`src/rtl/oam_dma_ctrl_pkg.sv`:
```
// Shared definitions for the sprite DMA sequencer and the PPU register decode.
package oam_dma_ctrl_pkg;

  typedef enum logic [2:0] {
    DMA_IDLE,
    DMA_HALT,
    DMA_ALIGN,
    DMA_READ,
    DMA_WRITE
  } dma_state_t;

  localparam logic [15:0] DMA_PAGE_REG = 16'h4014;
  localparam logic [15:0] OAM_DATA     = 16'h2004;

endpackage

```
`src/rtl/oam_dma_ctrl.sv`:
```
// Sprite DMA sequencer: stalls the CPU, then copies one 256-byte page
// into OAM as alternating read/write bus cycles.
module oam_dma_ctrl
  import oam_dma_ctrl_pkg::*;
#(
  parameter logic [15:0] DMA_REG_ADDR  = DMA_PAGE_REG,
  parameter logic [15:0] OAM_DATA_ADDR = OAM_DATA,
  parameter int unsigned NUM_BYTES     = 256
) (
  input  logic        clk,
  input  logic        rst,
  input  logic [15:0] cpu_addr,
  input  logic        cpu_write,
  input  logic [7:0]  cpu_wdata,
  input  logic [7:0]  bus_rdata,
  output logic        stall,
  output logic        bus_sel,
  output logic [15:0] dma_addr,
  output logic        dma_read,
  output logic        dma_write,
  output logic [7:0]  dma_wdata,
  output logic        busy
);

  localparam logic [7:0] LAST_IDX = 8'(NUM_BYTES - 1);

  dma_state_t state_q, state_d;
  logic [7:0] page_q, page_d;
  logic [7:0] idx_q, idx_d;
  logic       parity_q, parity_d;

  always_ff @(posedge clk or posedge rst) begin
    if (rst) begin
      state_q  <= DMA_IDLE;
      page_q   <= '0;
      idx_q    <= '0;
      parity_q <= 1'b0;
    end else begin
      state_q  <= state_d;
      page_q   <= page_d;
      idx_q    <= idx_d;
      parity_q <= parity_d;
    end
  end

  // Outputs decode only from registered state so reset clears them at once.
  always_comb begin
    state_d   = state_q;
    page_d    = page_q;
    idx_d     = idx_q;
    parity_d  = ~parity_q;
    stall     = 1'b0;
    bus_sel   = 1'b0;
    dma_addr  = '0;
    dma_read  = 1'b0;
    dma_write = 1'b0;
    dma_wdata = '0;
    busy      = (state_q != DMA_IDLE);

    unique case (state_q)
      DMA_IDLE: begin
        if (cpu_write && cpu_addr == DMA_REG_ADDR) begin
          page_d  = cpu_wdata;
          state_d = DMA_HALT;
        end
      end
      DMA_HALT: begin
        stall   = 1'b1;
        state_d = parity_q ? DMA_ALIGN : DMA_READ;
      end
      DMA_ALIGN: begin
        stall   = 1'b1;
        state_d = DMA_READ;
      end
      DMA_READ: begin
        stall    = 1'b1;
        bus_sel  = 1'b1;
        dma_read = 1'b1;
        dma_addr = {page_q, idx_q};
        state_d  = DMA_WRITE;
      end
      DMA_WRITE: begin
        stall     = 1'b1;
        bus_sel   = 1'b1;
        dma_write = 1'b1;
        dma_addr  = OAM_DATA_ADDR;
        dma_wdata = bus_rdata;
        if (idx_q == LAST_IDX) begin
          idx_d   = '0;
          state_d = DMA_IDLE;
        end else begin
          idx_d   = idx_q + 8'd1;
          state_d = DMA_READ;
        end
      end
      default: state_d = DMA_IDLE;
    endcase
  end

endmodule

```
`config.mk`:
```
export PLATFORM = sky130hd
export DESIGN_NAME = oam_dma_ctrl
export DESIGN_NICKNAME = d
export VERILOG_FILES = /design/src/rtl/oam_dma_ctrl_pkg.sv /design/src/rtl/oam_dma_ctrl.sv
export SDC_FILE = /design/constraint.sdc
export NUM_CORES = 1
export LEC_CHECK = 0
export BUFFER_PORTS_ARGS = -buffer_cell sky130_fd_sc_hd__buf_2
export CORE_MARGIN = 5
export CORE_UTILIZATION = 46
export DETAILED_ROUTE_END_ITERATION = 6
export HOLD_SLACK_MARGIN = 0.08
export PLACE_DENSITY = 0.85
export RECOVER_POWER = 50
export REMOVE_ABC_BUFFERS = 1
export SLEW_MARGIN = 20
export SYNTH_ARGS = -nofsm -noshare
export SYNTH_HDL_FRONTEND = slang
export SYNTH_SLANG_ARGS = --single-unit
```
`constraint.sdc`:
```
create_clock -name clk -period 3.4 [get_ports clk]
set_clock_uncertainty 0.2 [all_clocks]
set_input_delay 0.68 -clock clk [delete_from_list [all_inputs] [get_ports clk]]
set_output_delay 0.68 -clock clk [all_outputs]
set_load 0.01 [all_outputs]
```
==> impl_metrics.env <==
export IMPL_status="finished, final reports clean"
export IMPL_worstHoldStart="parity_q$_DFF_PP0_"
export IMPL_drc_errors=0
export IMPL_cts_tree="done"
export IMPL_wl_per_cell_um=12.70
export IMPL_start_kind="flip-flop"
export IMPL_cp_arrival_ns=1.98
export IMPL_hold_viol=0
export IMPL_power_frac_clock_pct=42.6
export IMPL_fillers=188
export IMPL_dieHeight_um=59.09
export IMPL_htreeDepth=1
export IMPL_worstSkewPairLatency_ns=0.30
export IMPL_routed_via_density=5.045
export IMPL_rows=17
export IMPL_relSlewSlack_pct=7.065
export IMPL_ys_types=28
export IMPL_grt_ovfl_total=0
export IMPL_crit_slowest_cell="nor2_1"
export IMPL_synth_cells=109
export IMPL_grt_util_met2_pct=26.03
export IMPL_grt_busiest_layer="met2"
export IMPL_synthFlopType="dfrtp_1"
export IMPL_min_path_cells=1
export IMPL_ys_seq_area_share_pct=45.15
export IMPL_synth_common_cells="21 x and2_1, 20 x dfrtp_1, 9 x mux2_2, 7 x nor2_1, 6 x nand4_1"
export IMPL_grt_start_max_net_pins=21
export IMPL_synthMostInstantiatedCell="and2_1"
export IMPL_fp_dieW_um=59.09
export IMPL_ant_nets=0
export IMPL_use_met3_pct=6.536
export IMPL_cp_end_kind="output port"
export IMPL_swShare_pct=18.63
export IMPL_min_path_type="flip-flop to flip-flop"
export IMPL_clock_sinks=20
export IMPL_p_int_w=0.0003712
export IMPL_fin_crit_sh_pct=84.14
export IMPL_numPortBuffers=63
export IMPL_crit_chain="nand2_1 -> nor2_1 -> and2_1 -> buf_2"
export IMPL_avgSynthCellArea_sq_um=10.17
export IMPL_finalCriticalPeriod_ns=2.861
export IMPL_crit_path_start="state_q[0]$_DFFE_PP0P_"
export IMPL_slowest_delay_ns=0.69
export IMPL_die_area_sq_um=3492
export IMPL_setup_tns_ns=0
export IMPL_synth_edf_count=0
export IMPL_grt_pass1_vias=993
export IMPL_hold_buffers=0
export IMPL_timing_rr_start="state_q[0]$_DFFE_PP0P_"
export IMPL_maxCapViolations=0
export IMPL_p_leak_nw=0.8049
export IMPL_path_max_fanout=17
export IMPL_cts_setup_buffers=0
export IMPL_drt_pass1_iter_count=4
export IMPL_antenna_found_initial=0
export IMPL_reg2reg_depth=3
export IMPL_root_buffer="clkbuf_4"
export IMPL_clk_pin_slew_ns=0.11
export IMPL_rsz0062_at_grt="no"
export IMPL_clock_path_buffers=2
export IMPL_place_gp_congestion=0.7862
export IMPL_vias=1004
export IMPL_finalSetupViolations=0
export IMPL_yosysTopAreaCell="dfrtp_1"
export IMPL_worstSetupPathType="flip-flop to output port"
export IMPL_slew_violations=0
export IMPL_combPwrFrac_pct=5.3
export IMPL_area_growth_pct=32.62
export IMPL_vdd_drop_max_uv=350.2
export IMPL_drive_above_1_share_pct=45.61
export IMPL_ios=64
export IMPL_synth_seq_cells=20
export IMPL_utilization_pct=65.21
export IMPL_met1_usage_pct=17.96
export IMPL_groute_usage_overall_pct=15.14
export IMPL_n_antenna_cell=0
export IMPL_yosysWarnings=0
export IMPL_cts_inserted_buffers=3
export IMPL_p_sw_w=0.00008499
export IMPL_post_cts_resize_count=0
export IMPL_yosys_top_cells_area="dfrtp_1 45%, and2_1 12%, mux2_2 9.1%"
export IMPL_syn_area_sq_um=1109
export IMPL_sequentialPowerShare_pct=52.1
export IMPL_drt_iter0_drc=24
export IMPL_totalWireLength_um=2528
export IMPL_worst_pin_slew_ns=1.381
export IMPL_synthArstFlopShare_pct=100.0
export IMPL_crit_required_ns=2.52
export IMPL_nets=208
export IMPL_clock_fmax_ghz=0.3495
export IMPL_synth_top_area_share_pct=45.15
export IMPL_start_util_pct=49.17
export IMPL_power_density_nw_per_um2=310.3
export IMPL_coreArea_sq_um=2255
export IMPL_place_hpwl_um=1981
export IMPL_grt_pass1_wl_um=4153
==> stage by stage <==
stage	worst slack, ns	cell area [sq um]	std cells	power, W	hold WS [ns]
final	0.5391	1470	199	0.0004562	0.2321
after global routing	0.3264	1470	199	0.0004744	0.2901
after CTS	0.4954	1491	199	0.0004612	0.2379
after detailed placement	0.8394	1439	195	0.0002672	0.2201
after global placement	0.9010	1439	195	0.0002663	0.2088
after floorplan	0.5017	1076	103	0.0002476	0.1953
==> critical path: cells and delay by family, from the launching register on <==
family | cells | cell delay (ns)
and+or+nand+nor | 3 | 1.05
buffers and inverters | 1 | 0.13
DFF | 1 | 0.50
==> per-layer routing <==
layer	wire length [um]	part of all wire [%]
met4	0	0
met5	0	0
met1	1035	41
met3	312	12
met2	1180	47
==> state kept, by name (all words and copies together) (netlist names) <==
signal    flops
idx_q         8
page_q        8
state_q       3
parity_q      1
==> power by group through the flow <==
stage	sequential (W)	clock (W)	combinational, W
2_1_floorplan	0.000242	0	0.00000526
3_3_place_gp	0.000242	0	0.0000239
3_5_place_dp	0.000242	0	0.0000249
4_1_cts	0.000238	0.000198	0.0000249
5_1_grt	0.000238	0.000209	0.0000276
6_report	0.000238	0.000194	0.0000240
==> path summary, 6_finish.rpt <==
kind	endpoint	slack (ns)
max reg2reg	page_q[0]$_DFFE_PP0P_	0.66
min in group asynchronous	page_q[6]$_DFFE_PP0P_	0.28
min	parity_q$_DFF_PP0_	0.23
min reg2reg	parity_q$_DFF_PP0_	0.23
max in group asynchronous	idx_q[5]$_DFFE_PP0P_	2.26
max	dma_addr[15]	0.54
==> cells by family after synthesis <==
logic type      share of synthesized area, %
compound gates                         4.288
flops                                  45.15
buf+inv                                4.288
simple gates                           29.57
mux                                    10.05
fa+ha+maj                              1.128
xor+xnor                               5.531
==> layout make-up <==
cell class / instances / area, sq um / area share, %
Clock inverter: 1 / 30.03 / 2.043
Timing Repair Buffer: 64 / 316.6 / 21.53
Multi-Input combinational cell: 79 / 550.5 / 37.45
Inverter: 4 / 15.01 / 1.021
Clock buffer: 3 / 22.52 / 1.532
Sequential cell: 20 / 500.5 / 34.04
Tap cell: 28 / 35.03 / 2.383
==> cells in the final DEF (no fill, tap or decap), types with 2 or more instances in the layout <==
master / n
a21o_1: 2
and2_1: 21
and3_1: 2
buf_2: 61
clkbuf_1: 3
clkbuf_4: 3
dfrtp_1: 20
inv_1: 4
mux2_2: 9
nand2_1: 3
nand3_1: 4
nand4_1: 6
nor2_1: 7
nor3_1: 2
nor4_1: 3
o21ai_0: 3
or3_1: 2
xnor2_1: 5
xor2_1: 2
(Power assumes the default switching activity.)
